### src/rtl/wr_ctrl_wbuf.sv
// Write controller: in-order write buffer feeding a line-list / fetch-engine / data-RAM write path.
// Define WR_CTRL_MERGE_EN to merge a write into a matching non-head tail entry.
module wr_ctrl_wbuf #(
  parameter int unsigned addr_width = 32,
  parameter int unsigned data_width = 32,
  parameter int unsigned list_depth = 4,
  parameter int unsigned list_width = 32,
  parameter int unsigned wbuf_depth = 4
) (
  input  logic                                                   clk,
  input  logic                                                   rst_n,
  input  logic                                                   acc_wr_valid,
  output logic                                                   acc_wr_ready,
  input  logic [addr_width-1:0]                                  acc_wr_addr,
  input  logic [data_width-1:0]                                  acc_wr_data,
  input  logic [data_width/8-1:0]                                acc_wr_strb,
  output logic                                                   acc_req,
  input  logic                                                   acc_gnt,
  output logic [1:0]                                             acc_cmd,
  output logic [addr_width-1:0]                                  acc_index,
  output logic [$clog2(list_depth)-1:0]                          acc_tag,
  input  logic [2:0]                                             acc_status,
  input  logic [$clog2(list_depth)-1:0]                          return_tag,
  input  logic [addr_width-1:0]                                  return_index,
  output logic                                                   fetch_req,
  input  logic                                                   fetch_gnt,
  output logic [1:0]                                             fetch_cmd,
  output logic [addr_width-1:0]                                  fetch_addr,
  output logic [$clog2(list_depth)-1:0]                          fetch_tag,
  input  logic                                                   fetch_done,
  output logic                                                   mem_wen,
  input  logic                                                   mem_wready,
  output logic [$clog2(list_depth)+$clog2(list_width)-1:0]       mem_waddr,
  output logic [data_width-1:0]                                  mem_wdata,
  output logic [data_width/8-1:0]                                mem_wstrb
);

  localparam int unsigned SW   = data_width / 8;
  localparam int unsigned BW   = $clog2(SW);
  localparam int unsigned TW   = $clog2(list_depth);
  localparam int unsigned WW   = $clog2(list_width);
  localparam int unsigned OFF  = BW + WW;
  localparam int unsigned PW   = $clog2(wbuf_depth);
  localparam int unsigned PtrW = PW + 1;
  localparam int unsigned AW   = addr_width - BW;

  typedef enum logic [3:0] {
    StIdle, StLookup, StAlloc, StWbReq, StWbWait, StRfReq, StRfWait, StMemWr, StUpdate
  } state_e;

  state_e state_q, state_d;
  logic [TW-1:0]         tag_q, tag_d;
  logic [addr_width-1:0] victim_q, victim_d;

  // Entries keep the word address only; byte offset within a word is never needed.
  logic [AW-1:0]         wa_q   [wbuf_depth];
  logic [AW-1:0]         wa_d   [wbuf_depth];
  logic [data_width-1:0] data_q [wbuf_depth];
  logic [data_width-1:0] data_d [wbuf_depth];
  logic [SW-1:0]         strb_q [wbuf_depth];
  logic [SW-1:0]         strb_d [wbuf_depth];
  logic [PtrW-1:0]       wr_ptr_q, wr_ptr_d, rd_ptr_q, rd_ptr_d;

  logic [PtrW-1:0] count;
  logic            full, empty, push, pop, merge;
  logic [PW-1:0]   wr_idx, head_idx;
  logic [AW-1:0]   head_wa;
  logic [addr_width-1:0] head_line;
  logic            unused_addr_lsb;

  assign unused_addr_lsb = ^acc_wr_addr[BW-1:0];

  assign count    = wr_ptr_q - rd_ptr_q;
  assign full     = (count == PtrW'(wbuf_depth));
  assign empty    = (count == '0);
  assign wr_idx   = wr_ptr_q[PW-1:0];
  assign head_idx = rd_ptr_q[PW-1:0];
  assign head_wa  = wa_q[head_idx];
  assign head_line = {head_wa[AW-1:WW], {OFF{1'b0}}};

`ifdef WR_CTRL_MERGE_EN
  logic [PW-1:0] tail_idx;
  assign tail_idx = wr_idx - PW'(1);
  // Tail must differ from head so the entry being written to RAM is never modified.
  assign merge = acc_wr_valid && (count >= PtrW'(2)) &&
                 (wa_q[tail_idx] == acc_wr_addr[addr_width-1:BW]);
`else
  assign merge = 1'b0;
`endif

  assign acc_wr_ready = !full || merge;
  assign push         = acc_wr_valid && !full && !merge;
  assign pop          = (state_q == StMemWr) && mem_wready;

  always_comb begin
    wa_d     = wa_q;
    data_d   = data_q;
    strb_d   = strb_q;
    wr_ptr_d = wr_ptr_q;
    rd_ptr_d = rd_ptr_q;
    if (push) begin
      wa_d[wr_idx]   = acc_wr_addr[addr_width-1:BW];
      data_d[wr_idx] = acc_wr_data;
      strb_d[wr_idx] = acc_wr_strb;
      wr_ptr_d       = wr_ptr_q + PtrW'(1);
    end
`ifdef WR_CTRL_MERGE_EN
    if (merge) begin
      for (int i = 0; i < SW; i++) begin
        if (acc_wr_strb[i]) data_d[tail_idx][8*i +: 8] = acc_wr_data[8*i +: 8];
      end
      strb_d[tail_idx] = strb_q[tail_idx] | acc_wr_strb;
    end
`endif
    if (pop) rd_ptr_d = rd_ptr_q + PtrW'(1);
  end

  always_ff @(posedge clk or negedge rst_n) begin
    if (!rst_n) begin
      wr_ptr_q <= '0;
      rd_ptr_q <= '0;
      for (int i = 0; i < wbuf_depth; i++) begin
        wa_q[i]   <= '0;
        data_q[i] <= '0;
        strb_q[i] <= '0;
      end
    end else begin
      wr_ptr_q <= wr_ptr_d;
      rd_ptr_q <= rd_ptr_d;
      wa_q     <= wa_d;
      data_q   <= data_d;
      strb_q   <= strb_d;
    end
  end

  always_ff @(posedge clk or negedge rst_n) begin
    if (!rst_n) begin
      state_q  <= StIdle;
      tag_q    <= '0;
      victim_q <= '0;
    end else begin
      state_q  <= state_d;
      tag_q    <= tag_d;
      victim_q <= victim_d;
    end
  end

  always_comb begin
    state_d  = state_q;
    tag_d    = tag_q;
    victim_d = victim_q;
    unique case (state_q)
      StIdle:   if (!empty) state_d = StLookup;
      StLookup: begin
        if (acc_gnt) begin
          case (acc_status)
            3'b001: begin
              tag_d   = return_tag;
              state_d = StMemWr;
            end
            3'b000, 3'b010: state_d = StAlloc;
            default: ;  // line busy: reissue the lookup
          endcase
        end
      end
      StAlloc: begin
        if (acc_gnt) begin
          tag_d    = return_tag;
          victim_d = return_index;
          state_d  = (acc_status == 3'b010) ? StWbReq : StRfReq;
        end
      end
      StWbReq:  if (fetch_gnt)  state_d = StWbWait;
      StWbWait: if (fetch_done) state_d = StRfReq;
      StRfReq:  if (fetch_gnt)  state_d = StRfWait;
      StRfWait: if (fetch_done) state_d = StMemWr;
      StMemWr:  if (mem_wready) state_d = StUpdate;
      StUpdate: if (acc_gnt)    state_d = (!empty || push) ? StLookup : StIdle;
      default:  state_d = StIdle;
    endcase
  end

  always_comb begin
    acc_req    = 1'b0;
    acc_cmd    = 2'b00;
    acc_tag    = '0;
    fetch_req  = 1'b0;
    fetch_cmd  = 2'b00;
    fetch_addr = '0;
    fetch_tag  = '0;
    mem_wen    = 1'b0;
    unique case (state_q)
      StLookup: acc_req = 1'b1;
      StAlloc: begin
        acc_req = 1'b1;
        acc_cmd = 2'b10;
      end
      StWbReq, StWbWait: begin
        fetch_req  = (state_q == StWbReq);
        fetch_addr = victim_q;
        fetch_tag  = tag_q;
      end
      StRfReq, StRfWait: begin
        fetch_req  = (state_q == StRfReq);
        fetch_cmd  = 2'b01;
        fetch_addr = head_line;
        fetch_tag  = tag_q;
      end
      StMemWr: mem_wen = 1'b1;
      StUpdate: begin
        acc_req = 1'b1;
        acc_cmd = 2'b11;
        acc_tag = tag_q;
      end
      default: ;
    endcase
  end

  assign acc_index = head_line;
  assign mem_waddr = {tag_q, head_wa[WW-1:0]};
  assign mem_wdata = data_q[head_idx];
  assign mem_wstrb = strb_q[head_idx];

endmodule

### config.mk
export PLATFORM = sky130hd
export DESIGN_NAME = wr_ctrl_wbuf
export DESIGN_NICKNAME = d
export VERILOG_FILES = /design/src/rtl/wr_ctrl_wbuf.sv
export SDC_FILE = /design/constraint.sdc
export NUM_CORES = 1
export LEC_CHECK = 0
export BUFFER_PORTS_ARGS = -buffer_cell sky130_fd_sc_hd__buf_2
export CORE_ASPECT_RATIO = 0.9
export CORE_MARGIN = 2
export CORE_UTILIZATION = 50
export CTS_BUF_LIST = sky130_fd_sc_hd__clkbuf_4 sky130_fd_sc_hd__clkbuf_8 sky130_fd_sc_hd__clkbuf_16
export CTS_CLUSTER_DIAMETER = 80
export DETAILED_ROUTE_END_ITERATION = 16
export PLACE_DENSITY = 0.72
export RECOVER_POWER = 50
export SLEW_MARGIN = 10
export SYNTH_ARGS = -nofsm -noshare
export SYNTH_HDL_FRONTEND = slang
export SYNTH_SLANG_ARGS = --single-unit
export TNS_END_PERCENT = 1
### constraint.sdc
create_clock -name clk -period 3.22 [get_ports clk]
set_input_delay 0.322 -clock clk [delete_from_list [all_inputs] [get_ports clk]]
set_output_delay 0.322 -clock clk [all_outputs]
set_load 0.01 [all_outputs]
==> results.txt <==
----------------------------------------------------
[Global routing]
  Overall Global Routing Usage ... roughly a fifth
  First-pass GRT wire length ... roughly 46 mm
  Gr ovfl total ... 0
  Maximum number of pins on one net before global-route repair ... 90
  Initial antenna violation count ... 5
  Via count of the first global-routing pass ... 8578

[Clocking]
  Hold-fix buffers at CTS ... 1
  CTS H-Tree Depth ... 2
  Post CTS Setup Buffer Count ... 0
  Clock Tree Buf Depth ... 3
  Root buffer cell ... clkbuf_16
  Post-cts repair resize count ... 0
  Clock-pin slew on the worst setup and hold paths ... 0.06 ns
  Worst skew pair latency ... 0.51 ns
  CTS Sinks ... 308
  Total CTS buffers ... 34
  Clock tree from TritonCTS ... done

[Routing]
  Number of design-rule violations left by the first detailed-router iteration ... approximately 450
  Routed wire length per instance ... 19.4 um
  Pre-antenna DRT Iters ... 4
  Drt total wl ... about 28 mm
  Via-to-Cell Ratio ... roughly 5.5
  Count of unresolved DRC violations after routing ... 0
  Via count ... between 8000 and 9000
  Routed Antenna Nets ... 0

[Synth]
  Most frequent cells after synthesis ... 308 x dfrtp_1, 287 x mux2_2, 66 x mux4_2
  Simple-Gate Fraction of Synth Area ... 2.26%
  Xor-xnor portion of the synthesized cell area ... less than 1%
  Post-synth top area cell ... dfrtp_1
  Most common cell in the synthesized netlist ... dfrtp_1
  Sequential area share after synthesis ... between 50 and 60%
  Post-synthesis adder-cell area fraction ... less than 1%
  Compound-Gate Fraction of Synth Area ... 2.65%
  Synth unique cells ... 43
  Number of flops mapped to enable cells by yosys ... 0
  Post-synth top area share ... 55.8%
  Post-synthesis instance total ... ~870
  Area contributors post-synth ... dfrtp_1 56%, mux2_2 23%, mux4_2 11%, a22o_1 1.6%, mux2_1 1.1%
  Main flop type after synthesis ... dfrtp_1
  Main combinational cell family by area after synthesis ... multiplexers
  Post-Syn Area per Cell ... roughly 16 um2
  Yosys synthesis warning count ... 0
  Cell area after technology mapping ... 13800 um2
  FF+latch count, synth ... 308
  Portion of netlist area occupied by mux cells ... 35.3%
  Async set or reset register ratio after synthesis ... 100%

[Die]
  Horizontal die dimension ... 179 um
  Initial Utilization ... approximately 51%
  Die Footprint ... about 29000 um2
  Number of rows in the core area ... 57
  I/O pin cnt ... 231
  Die outline height ... 162 um
  CORE AREA ... between 20000 and 30000 um2

[Worst setup path]
  CP cell instances ... buf_4, mux4_2, a22o_1, buf_2
  Setup crit end kind ... output pin
  Kind of critical path ... register to output pin
  Nature of the critical path startpoint ... register
  Largest fanout of any net on the critical path ... 68
  Worst EP arrival ... roughly 2.5 ns
  Cell with the largest stage delay on the worst path ... buf_4
  Required time reported for the critical path endpoint ... 2.90 ns
  Maximum cell stage delay along the critical path ... between 0.8 and 0.9 ns

[Timing]
  Clock skew ... ~0.015 ns
  Aggregate negative setup slack ... 0 ns
  Slew HR ... -19.6%
  Final-report hold violation count ... 0
  Final worst path period share ... between 80% and 90%
  Worst slew pin tran ... roughly 1.8 ns
  RSZ-0062 raised after global routing ... no
  Max Freq ... around 350 MHz
  Setup Viol. Count Final ... 0
  Final Worst Setup Slack ... roughly 0.36 ns
  Number of max-slew violations in the final report ... 110
  Time the worst path needs with I/O delays and setup ... ~2.9 ns

[Flow run]
  Max-capacitance violation count ... 3

[Pwr]
  Sequential cell fraction of total power ... between 30% and 40%
  Fraction of power consumed by combinational cells ... 43.9%
  Total power divided by cell area ... between 1000 and 1500 nW/um2
  Sw frac ... about a third
  Static power due to leakage ... 7.42 nW
  Clock share of power ... ~20%
  Maximum vdd drop ... about 0.78 mV
  Cell-internal power ... between 10 and 15 mW
  Switching power total ... roughly 6.3 mW

[Placement]
  Port bufs ... between 200 and 250
  Pre-CTS setup slack ... between 0.6 and 0.7 ns
  Instance count after placement with tap cells included ... 1404
  Post-detail-place hpwl ... around 18 mm
  Routability congestion estimate from global placement ... around 0.78

[Run status]
  Result of the run ... finished, violations left
  Failing checks ... max-capacitance violations, max-slew violations

[Hold path]
  Hold Crit Class ... primary input to register

[Cells and area]
  Synthesis-to-layout area growth ... 19.2%
  Layout cells sized above 1 ... 59.0%
  Post-Layout Cell Count ... roughly 1500
  Final nets ... between 1000 and 1500

----------------------------------------------------
## final timing paths
path                                 startpoint             end  slack (ns)  depth (start not counted)
worst max-delay path                rd_ptr_q[1]  fetch_addr[17]        0.36                          4
worst min-delay path            return_index[6]     victim_q[6]        0.04                          2
worst max register to register       state_q[2]    victim_q[20]        0.58                          4
worst min register to register       data_q[20]      data_q[20]        0.49                          1
max in group asynchronous                 rst_n        wa_q[39]        0.67                          3
min in group asynchronous                 rst_n    victim_q[28]        0.43                          2
## kinds of logic after synthesis
kind of cell             count (synthesis)
flip-flops                             308
multiplexers                           367
adder cells (fa/ha/maj)                  7
AO/OA/AOI/OAI                           46
XOR/XNOR                                10
other                                    1
buffers and inverters                   71
AND/OR/NAND/NOR                         59
## flip-flops by register name (all words and copies together) (netlist names)
| signal | cells |
|---|---|
| tag_q | 2 |
| wa_q | 120 |
| strb_q | 16 |
| state_q | 4 |
| data_q | 128 |
| rd_ptr_q | 3 |
| wr_ptr_q | 3 |
| victim_q | 32 |
## cell type report
| class | count | area, um2 |
|---|---|---|
| clock inverters | 14 | 106 |
| repair buffers | 241 | 1320 |
| inverters | 5 | 18.8 |
| diodes | 4 | 10.0 |
| multi-input cells | 497 | 5800 |
| well taps | 354 | 443 |
| flip-flops and latches | 308 | 7710 |
| fillers | 2120 | 10600 |
| clock buffers | 48 | 1050 |
## routing by layer
layer  vias up  share of wire [%]  GRT usage [%]
met5         -               0.12              0
met2       216                 48           33.5
met1      4205                 43           27.0
met3        33                7.0           5.43
li1       3666                  -              -
met4         6                1.4           4.07
## worst max-delay path, delay by kind of cell, from the launching register on
kind                   cells  cell delay (ns)
AOI/OAI and AO/OA          1             0.25
buffers and inverters      2             0.95
DFF                        1             0.35
muxes                      1             0.48
## placed cells by master, fill, tap and decap left out, drive strengths merged, types with 2 or more instances in the layout
cell type,Yosys,layout
clkbuf,16,59
o21ai,3,3
nand3,2,2
inv,5,5
o21bai,2,2
ha,7,7
nor2b,3,3
diode,0,4
buf,50,229
a22o,25,25
dfrtp,308,308
mux4,66,66
conb,1,8
or2,2,2
nand2,13,13
mux2,300,300
xnor2,8,8
and2,13,13
clkinv,0,13
nand2b,5,5
a21oi,8,8
nor2,12,12
nor3,2,2
xor2,2,2
## metrics by stage
step                area (um2)  util [%]  total power, mW  hold WS [ns]
finish                   16500      60.7             19.2        0.0405
global route             16400      60.7             20.5        0.0407
CTS                      16500      60.9             19.4        0.0224
detailed placement       15300      56.6             15.5         0.389
global placement         15300      56.6             15.2         0.392
floorplan                13800         -             12.7        0.0264
## power groups by stage
stage | Sequential [mW] | Combinational [mW] | Clock [mW]
2_1_floorplan | 6.53 | 6.20 | 0
3_3_place_gp | 6.83 | 8.38 | 0
3_5_place_dp | 6.93 | 8.55 | 0
4_1_cts | 6.88 | 8.59 | 3.97
5_1_grt | 7.13 | 9.19 | 4.14
6_report | 6.88 | 8.43 | 3.88
Power figures use the tool's default switching activity.
